===== src/rtl/dmem_arbiter.sv =====
// dmem_arbiter: shares the single-port DATA_MEM between the core MEM stage
// (fixed priority) and a DMA/debug master. A starvation counter forces one
// DMA grant after MAX_WAIT consecutive denied cycles, stalling the core for
// that cycle. DATA_MEM has a 1-cycle read latency; a one-deep read-owner
// register routes the returning word to the DMA read channel.
//
// Optional feature: define DMEM_ARB_RANGE_CHK_EN to reject DMA requests
// outside [WIN_BASE, WIN_BASE+WIN_SIZE). Rejected requests are accepted
// (dma_ready=1) but never reach DATA_MEM; dma_err pulses one cycle later.
module dmem_arbiter #(
    parameter int          ADDR_W   = 10,
    parameter int          MAX_WAIT = 4,
    parameter logic [31:0] WIN_BASE = 32'h0000_0800,
    parameter logic [31:0] WIN_SIZE = 32'h0000_0800
) (
    input  logic              clk,
    input  logic              rst_n,
    // core MEM stage
    input  logic              cpu_req,
    input  logic [3:0]        cpu_we,
    input  logic [31:0]       cpu_addr,
    input  logic [31:0]       cpu_wdata,
    output logic [31:0]       cpu_rdata,
    output logic              cpu_stall,
    // DMA / debug master
    input  logic              dma_valid,
    output logic              dma_ready,
    input  logic [3:0]        dma_we,
    input  logic [31:0]       dma_addr,
    input  logic [31:0]       dma_wdata,
    output logic              dma_rvalid,
    output logic [31:0]       dma_rdata,
    output logic              dma_err,
    // DATA_MEM port
    output logic              mem_en,
    output logic [3:0]        mem_we,
    output logic [ADDR_W-1:0] mem_addr,
    output logic [31:0]       mem_wdata,
    input  logic [31:0]       mem_rdata
);

    typedef struct packed {
        logic [3:0]  we;
        logic [31:0] addr;
        logic [31:0] wdata;
    } mreq_t;

    localparam logic [0:0] ST_CPU   = 1'b0;
    localparam logic [0:0] ST_FORCE = 1'b1;
    localparam logic [3:0] WAIT_MAX = 4'(MAX_WAIT);

    logic [0:0] state, state_nxt;
    logic [3:0] wait_cnt, wait_nxt;
    logic       cpu_gnt, dma_gnt, dma_issue, dma_in_win;
    logic       rd_owner_q;
    mreq_t      cpu_r, dma_r, sel_r;

    assign cpu_r = '{we: cpu_we, addr: cpu_addr, wdata: cpu_wdata};
    assign dma_r = '{we: dma_we, addr: dma_addr, wdata: dma_wdata};

`ifdef DMEM_ARB_RANGE_CHK_EN
    logic err_q;

    // Window test done in 33 bits so a window ending at 4 GiB cannot wrap.
    always_comb begin
        dma_in_win = ({1'b0, dma_addr} >= {1'b0, WIN_BASE}) &&
                     ({1'b0, dma_addr} <  ({1'b0, WIN_BASE} + {1'b0, WIN_SIZE}));
    end

    // Accepted-but-rejected DMA requests report an error one cycle later.
    always_ff @(posedge clk or negedge rst_n) begin
        if (!rst_n) err_q <= 1'b0;
        else        err_q <= dma_gnt & ~dma_in_win;
    end

    assign dma_err = err_q;
`else
    logic unused_win;

    assign dma_in_win = 1'b1;
    assign dma_err    = 1'b0;
    assign unused_win = ^{WIN_BASE, WIN_SIZE};
`endif

    // Grant decision: core wins in ST_CPU, DMA wins in ST_FORCE. Nothing is
    // granted while reset is held so the RAM port stays quiet.
    always_comb begin
        cpu_gnt   = 1'b0;
        dma_gnt   = 1'b0;
        cpu_stall = 1'b0;
        if (rst_n) begin
            case (state)
                ST_FORCE: begin
                    // A master that withdrew leaves the core unstalled.
                    dma_gnt   = dma_valid;
                    cpu_gnt   = cpu_req & ~dma_valid;
                    cpu_stall = cpu_req & dma_valid;
                end
                default: begin
                    cpu_gnt = cpu_req;
                    dma_gnt = ~cpu_req & dma_valid;
                end
            endcase
        end
    end

    assign dma_ready = dma_gnt;
    assign dma_issue = dma_gnt & dma_in_win;

    // Memory port mux of the granted master; write enables only on a real issue.
    always_comb begin
        sel_r     = cpu_gnt ? cpu_r : dma_r;
        mem_en    = cpu_gnt | dma_issue;
        mem_we    = mem_en ? sel_r.we : 4'h0;
        mem_addr  = sel_r.addr[ADDR_W+1:2];
        mem_wdata = sel_r.wdata;
    end

    // Starvation counter: counts consecutive denied DMA cycles, saturating;
    // reaching the limit forces the next cycle to the DMA.
    always_comb begin
        if (dma_valid && !dma_gnt)
            wait_nxt = (wait_cnt >= WAIT_MAX) ? WAIT_MAX : wait_cnt + 4'd1;
        else
            wait_nxt = 4'd0;
        state_nxt = (wait_nxt == WAIT_MAX) ? ST_FORCE : ST_CPU;
    end

    // Arbitration state and starvation count.
    always_ff @(posedge clk or negedge rst_n) begin
        if (!rst_n) begin
            state    <= ST_CPU;
            wait_cnt <= 4'd0;
        end else begin
            state    <= state_nxt;
            wait_cnt <= wait_nxt;
        end
    end

    // Read owner: marks the cycle whose RAM output belongs to a DMA read.
    always_ff @(posedge clk or negedge rst_n) begin
        if (!rst_n) rd_owner_q <= 1'b0;
        else        rd_owner_q <= dma_issue & (dma_we == 4'h0);
    end

    assign dma_rvalid = rd_owner_q;
    assign dma_rdata  = mem_rdata;
    assign cpu_rdata  = mem_rdata;

    // Address bits outside the word index are intentionally ignored.
    logic unused_addr;
    assign unused_addr = ^{sel_r.addr[31:ADDR_W+2], sel_r.addr[1:0]};

endmodule


===== config.mk =====
export PLATFORM = sky130hd
export DESIGN_NAME = dmem_arbiter
export DESIGN_NICKNAME = d
export VERILOG_FILES = /design/src/rtl/dmem_arbiter.sv
export SDC_FILE = /design/constraint.sdc
export NUM_CORES = 1
export LEC_CHECK = 0
export BUFFER_PORTS_ARGS = -buffer_cell sky130_fd_sc_hd__buf_2
export CAP_MARGIN = 10
export CORE_AREA = 2 2 111 113
export DETAILED_ROUTE_END_ITERATION = 6
export DIE_AREA = 0 0 113 115
export HOLD_SLACK_MARGIN = 0.08
export MAX_ROUTING_LAYER = met4
export SLEW_MARGIN = 20
export SYNTH_ARGS = -nofsm -noshare
export SYNTH_HDL_FRONTEND = slang
export SYNTH_SLANG_ARGS = --single-unit

===== constraint.sdc =====
create_clock -name clk -period 3.1 [get_ports clk]
set_input_delay 0.62 -clock clk [delete_from_list [all_inputs] [get_ports clk]]
set_output_delay 0.62 -clock clk [all_outputs]
set_load 0.005 [all_outputs]

==> results.txt, run 1 <==
Via density = 3.435
Worst reg-to-reg setup slack = 1.84 ns
Total number of vias = 1,302
Core area = 0.01181 mm²
Pre-Repair DR Iteration Count = 6
Clk sinks = 6
Cell count of the worst reg-to-reg path = 3
Placed inst area = 0.001917 mm²
Clock root buffer master = clkbuf_16
Die ar. = 0.01300 mm²
Final setup viols = 0
Setup ws final = 0.5113 ns
Post-DP HPWL = 3597 µm
Yosys top cell area share = 35.79%
Largest net degree at the start of global routing = 24
Synth-to-Final Area Change = 31.90%
Sequential area share after synthesis = 9.942%
Power Dens Cells = 264.6 mW/mm²
Power Internal = 396.8 µW
Flop pwr share = 16.4%
CP Data Required Time = 2.48 ns
DR iter-0 viols = 76
CTS tree = yes
Crit Path Category = input pin to primary output
Synth Register Bits = 6
Failing checks = design-rule violations
Inserted Clock Buffers = 3
Post-synth top area cell = mux2_4
Maximum VDD drop = 0.1272 mV
GPL Wtd Cong = 0.7465
Post-synthesis cell type count = 23
Cell Rows = 40
Unrepaired setup endpoints after global routing = no
Clk pin slew, worst setup/hold paths = 0.04 ns
Most frequent cells in the layout = 145 x buf_2, 36 x mux2_4, 6 x inv_1, 6 x mux2_2, 6 x dfrtp_1
Final hold vios = 0
Period utilization = 83.51%
Die height = 115 µm
DRC Markers = 19
Initial antenna violation count = 1
Hold-fix buffers, CTS = 0
Die W = 113 µm
Routed Antenna Nets = 0
Post-Route WL = 4174 µm
Leakage = 0.001158 µW
Number of global-route vias before repair = 1,139
Cells along the critical path = buf_2, nand2_2, nand3_4, buf_4, mux2_4, buf_2
Most used cell, CP = buf_2
Min-Delay Path Class = input pin to async pin
CTS Buffer Depth = 2
Fmax = 386.3 MHz
GRT Overall Usage = 5.704%
Max-cap viol count = 0
Syn Area/Cell = 10.07 µm²
Crit path DAT = 1.97 ns
Crit path time final = 2.589 ns
Post-Syn Instances = 150
I/O Buffers = 145
GRT Residual Overflow = 0
Terminus of the critical flop-to-flop path = wait_cnt[1]$_DFF_PN0_
Synth area leaders = mux2_4 36%, buf_4 32%, dfrtp_1 9.9%
Critical Path Source = dma_valid
Sw Ratio = 24.70%
CP Max Fanout = 23
Commonest non-fill, non-tap cell in the layout = buf_2
Post-Syn Area = 0.001510 mm²
Post-CTS Setup Bufs = 0
Post-route cell area = 0.001992 mm²
Setup crit end kind = primary output
Final Core Density = 16.86%
CP max stage cell = nand3_4
Initial Utilization = 12.79%
Gate power share = 44.1%
Layout cells sized above 1 = 84.91%
Critical Path Max Stage Delay = 0.34 ns
Final-report max-slew violation count = 0
Clock group share of total power = 39.5%
Routed WL per cell = 11.01 µm
Launching point of the worst reg2reg path = state$_DFF_PN0_
Setup TNS = 0 ns
Inserted Diodes = 0
Worst slack, placed = 0.4641 ns
Critical path startpoint category = input pin
Final Skew = 0.003257 ns
Psw = 130.2 µW
H-tree depth = 1
Status = finished, violations left
Nets = 407
First-pass GRT wire length = 5658 µm
Post-CTS sizing = 0
I/O pin cnt = 287
Ys Warns = 0
Worst skew pair latency = 0.23 ns
Worst setup path end = mem_wdata[16]
-- flip-flops by register name (all words and copies together) (netlist names) --
signal	cells
dma_rvalid	1
wait_cnt	4
state	1
-- cell type report --
type	instances	area, µm²
fill	1316	9819
multi-input combinational	68	792.0
timing repair buffer	149	768.2
tap	147	183.9
sequential	6	150.1
clock buffer	3	75.07
inverter	6	22.52
-- stage by stage --
step | hold WS, ns | total power (µW) | instances
after floorplan | 0.3244 | 272.5 | 151
after global placement | 0.4486 | 316.9 | 376
after detailed placement | 0.4741 | 322.2 | 376
after CTS | 0.3668 | 534.3 | 379
after global routing | 0.3755 | 559.3 | 379
final | 0.3708 | 527.0 | 379
-- how the worst min path moves through the flow --
stage                                  endpoint  depth (start not counted)
after floorplan            dma_rvalid$_DFF_PN0_                          0
after global placement    wait_cnt[0]$_DFF_PN0_                          1
after detailed placement  wait_cnt[0]$_DFF_PN0_                          1
after CTS                       state$_DFF_PN0_                          2
after global routing            state$_DFF_PN0_                          2
final                           state$_DFF_PN0_                          2
-- cell usage after synthesis --
master     number
buf_2           1
a21bo_2         1
nor3_1          1
dfrtp_1         6
mux2_2          6
ha_1            1
buf_6           5
o2111ai_1       4
nand2b_1        1
and3_1          1
nand2_2         1
nand3_4         1
o21ai_0         4
inv_1           6
buf_4          65
a311oi_1        1
nor4_1          3
and4_1          1
and2_1          1
conb_1          1
mux2_4         36
o21a_1          1
nor2_1          2
-- power groups by stage --
stage | clock [µW] | combinational, µW | sequential [µW]
6_report | 208 | 232 | 86.3
5_1_grt | 220 | 252 | 86.9
4_1_cts | 212 | 236 | 86.3
3_5_place_dp | 0 | 235 | 87.2
3_3_place_gp | 0 | 230 | 86.7
2_1_floorplan | 0 | 186 | 86.3
-- critical path, delay by kind of cell --
kind / cells / cell delay (ns)
buffers and inverters: 3 / 0.61
multiplexers: 1 / 0.31
AND/OR/NAND/NOR: 2 / 0.43
-- kinds of logic after synthesis --
| logic type | count (synthesis) | share of synthesized area [%] |
|---|---|---|
| multiplexers | 42 | 40.26 |
| buffers and inverters | 77 | 37.86 |
| AND/OR/NAND/NOR | 12 | 5.469 |
| adder cells (fa/ha/maj) | 1 | 0.8284 |
| other | 1 | 0.2483 |
| flip-flops | 6 | 9.942 |
| AO/OA/AOI/OAI | 11 | 5.385 |
-- metal layers --
| layer | track usage (%) | up-vias | wire [µm] |
|---|---|---|---|
| li1 | - | 610 | - |
| met1 | 5.013 | 573 | 1228 |
| met2 | 10.78 | 115 | 2257 |
| met3 | 3.057 | 4 | 668 |
| met4 | 1.220 | 0 | 19 |
| met5 | - | - | 0 |
Power figures use the tool's default switching activity.
==> inputs of run 2 (changes only) <==
ABC_AREA = 1   (was unset)
clock period = 2.6 ns   (was 3.1 ns; I/O delays follow)
==> run 2 against run 1 <==
  * The run still ends with design-rule violations left
  * Sequential power grew 17%
  * Utilization shrank 1.0 points
  * Cell count grew 26%
  * Non-clock buffer count grew 2
  * Register-to-register slack lost 0.30 ns
==> results.txt, run 2 <==
Sequential area share after synthesis = 10.56% (was 9.942%)
Post-DP HPWL = 4007 µm (was 3597 µm)
Critical path startpoint category = input pin (unchanged)
Footprint of the multi-input gates = 658.1 µm² (was 792.0 µm²)
Yosys top cell area share = 36.44% (was 35.79%)
CP delay by family, top = simple AND/OR/NAND/NOR gates (was buffers and inverters)
Initial Utilization = 12.03% (was 12.79%)
First-pass GRT wire length = 6389 µm (was 5658 µm)
Most frequent cells in the layout = 145 x buf_2, 128 x nand2_1, 11 x nor2_1 (was 145 x buf_2, 36 x mux2_4, 6 x inv_1, 6 x mux2_2, 6 x dfrtp_1)
Top post-synthesis cells by count = 128 x nand2_1, 69 x buf_4, 11 x nor2_1 (was 65 x buf_4, 36 x mux2_4, 6 x dfrtp_1, 6 x inv_1, 6 x mux2_2)
GRT Residual Overflow = 0 (unchanged)
Async SR Flop Fraction = 100.0% (unchanged)
Synth area leaders = buf_4 36%, nand2_1 34%, dfrtp_1 11% (was mux2_4 36%, buf_4 32%, dfrtp_1 9.9%)
Inserted Diodes = 0 (unchanged)
DR iter-0 viols = 44 (was 76)
Min-Delay Path Class = input pin to async pin (unchanged)
Final-report max-slew violation count = 0 (unchanged)
Synth Register Bits = 6 (unchanged)
Placed instance count = 474 (was 376)
Number of global-route vias before repair = 1,340 (was 1,139)
Final cell count without fillers = 477 (was 379)
Fmax = 474.0 MHz
Synth-to-Final Area Change = 31.69% (was 31.90%)
I/O Buffers = 145 (unchanged)
Synth Flop Type = dfrtp_1 (unchanged)
Hold-fix buffers, CTS = 0 (unchanged)
CTS Buffer Depth = 2 (unchanged)
Core area = 0.01181 mm² (unchanged)
Commonest non-fill, non-tap cell in the layout = buf_2 (unchanged)
Clk sinks = 6 (unchanged)
DRC Markers = 18 (was 19)
Initial antenna violation count = 0 (was 1)
Post-CTS Setup Bufs = 0 (unchanged)
Crit path time final = 2.110 ns
Die height = 115 µm (unchanged)
Final hold vios = 0 (unchanged)
Syn Area/Cell = 5.708 µm² (was 10.07 µm²)
Total number of vias = 1,642 (was 1,302)
Top reg by flops = wait_cnt (unchanged)
Crit path DAT = 1.59 ns (was 1.97 ns)
Routed Antenna Nets = 0 (unchanged)
Ys Warns = 0 (unchanged)
Largest net degree at the start of global routing = 28 (was 24)
Post-synthesis cell type count = 17 (was 23)
Routed WL per cell = 9.807 µm (was 11.01 µm)
Maximum VDD drop = 0.2028 mV (was 0.1272 mV)
Setup TNS = 0 ns (unchanged)
Leakage = 0.001220 µW (was 0.001158 µW)
Clk pin slew, worst setup/hold paths = 0.03 ns (was 0.04 ns)
Layout cells sized above 1 = 50.61% (was 84.91%)
Inserted Clock Buffers = 3 (unchanged)
Post-Syn Instances = 249 (was 150)
Worst skew pair latency = 0.23 ns (about the same)
Critical Path Max Stage Delay = 0.29 ns (was 0.34 ns)
Cells along the critical path = buf_2, nand2_1, nand3_2, buf_4, or2_2, nand2_1, inv_1, buf_2 (was buf_2, nand2_2, nand3_4, buf_4, mux2_4, buf_2)
Period utilization = 81.15%
Via density = 3.442 (was 3.435)
Cell Rows = 40 (unchanged)
Pre-Repair DR Iteration Count = 6 (unchanged)
Most common cell in the netlist = nand2_1 (was buf_4)
Post-synth top area cell = buf_4 (was mux2_4)
Failing checks = design-rule violations (unchanged)
H-tree depth = 1 (unchanged)
Max-cap viol count = 0 (unchanged)
Crit Path Category = input pin to primary output (unchanged)
WHS = 0.2174 ns (was 0.3708 ns)
CP max stage cell = or2_2 (was nand3_4)
Die ar. = 0.01300 mm² (unchanged)
CP Data Required Time = 2.08 ns (was 2.48 ns)
CTS tree = yes (unchanged)
GPL Wtd Cong = 0.7624 (was 0.7465)
Nets = 505 (was 407)
Final Core Density = 15.85% (was 16.86%)
Clock root buffer master = clkbuf_16 (unchanged)
Status = finished, violations left (unchanged)
Final Skew = 0.002815 ns (was 0.003257 ns)
Buf+Inv Stages, Crit Path = 4 (was 3)
Power Dens Cells = 326.2 mW/mm² (was 264.6 mW/mm²)
Post-Syn Area = 0.001421 mm² (was 0.001510 mm²)
Post-route cell area = 0.001872 mm² (was 0.001992 mm²)
Die W = 113 µm (unchanged)
Max FFs per register = 4 (unchanged)
CP Max Fanout = 20 (was 23)
Final setup viols = 0 (unchanged)
Setup crit end kind = primary output (unchanged)
Post-CTS sizing = 0 (unchanged)
FILL cells = 1,393 (was 1,316)
GRT Overall Usage = 6.490% (was 5.704%)
Register Area = 150.1 µm² (unchanged)
EDFF count, synth = 0 (unchanged)
I/O pin cnt = 287 (unchanged)
Unrepaired setup endpoints after global routing = no (unchanged)
Placed inst area = 0.001797 mm² (was 0.001917 mm²)
Post-Route WL = 4678 µm (was 4174 µm)
run 2: changes by cell type after synthesis, moves of 2 or more:
cell,delta
nand2_1,+128
mux2_2,-6
o2111ai_1,-4
buf_4,+4
mux2_4,-36
nand2_2,+9
nor2_1,+9
inv_1,+2
nor4_1,-2
run 2: power by group:
group	switching [µW]	leakage [µW]	internal (µW)
Clock	49.1	0.0000370	197
Combinational	130	0.00110	134
Sequential	1.85	0.0000787	98.7
run 2: cell families (layout without fill, tap and decap cells):
| family | Yosys count | count (layout) | synth area share, % |
|---|---|---|---|
| fa+ha+maj | 1 | 1 | 0.8801 |
| other cells | 1 | 2 | 0.2638 |
| simple gates | 153 | 153 | 43.13 |
| buf+inv | 83 | 163 | 43.40 |
| flops | 6 | 6 | 10.56 |
| compound gates | 5 | 5 | 1.760 |
run 2: stage by stage:
stage                     setup slack (ns)  power (µW)
final                               0.4902       610.7
after global routing                0.4078       659.1
after CTS                           0.4482       623.8
after detailed placement            0.4491       370.3
after global placement              0.4507       369.1
after floorplan                      1.013       303.8
run 2: path summary, 6_finish.rpt:
path                       depth (start not counted)  slack [ns]                   from               endpoint
hold / removal                                     2        0.22                  rst_n        state$_DFF_PN0_
setup reg to reg                                   7        1.54        state$_DFF_PN0_        state$_DFF_PN0_
setup / recovery                                   8        0.49              dma_valid              mem_we[2]
min in group clk                                   2        0.47              dma_we[1]   dma_rvalid$_DFF_PN0_
max in group asynchronous                          2        2.26                  rst_n  wait_cnt[1]$_DFF_PN0_
hold reg to reg                                    3        0.54  wait_cnt[3]$_DFF_PN0_  wait_cnt[0]$_DFF_PN0_
run 2: cell type report:
class / instances / area share (%)
Clock buffer: 3 / 4.011
Inverter: 9 / 1.805
Sequential cell: 6 / 8.021
Tap cell: 147 / 9.826
Multi-Input combinational cell: 161 / 35.16
Timing Repair Buffer: 151 / 41.18
run 2: metal layers:
metal / vias up / share of wire (%) / track usage [%]
met5: - / 0 / -
met4: 0 / 4.3 / 4.228
met3: 22 / 13 / 1.950
met2: 130 / 46 / 10.62
met1: 652 / 37 / 6.823
li1: 838 / - / -
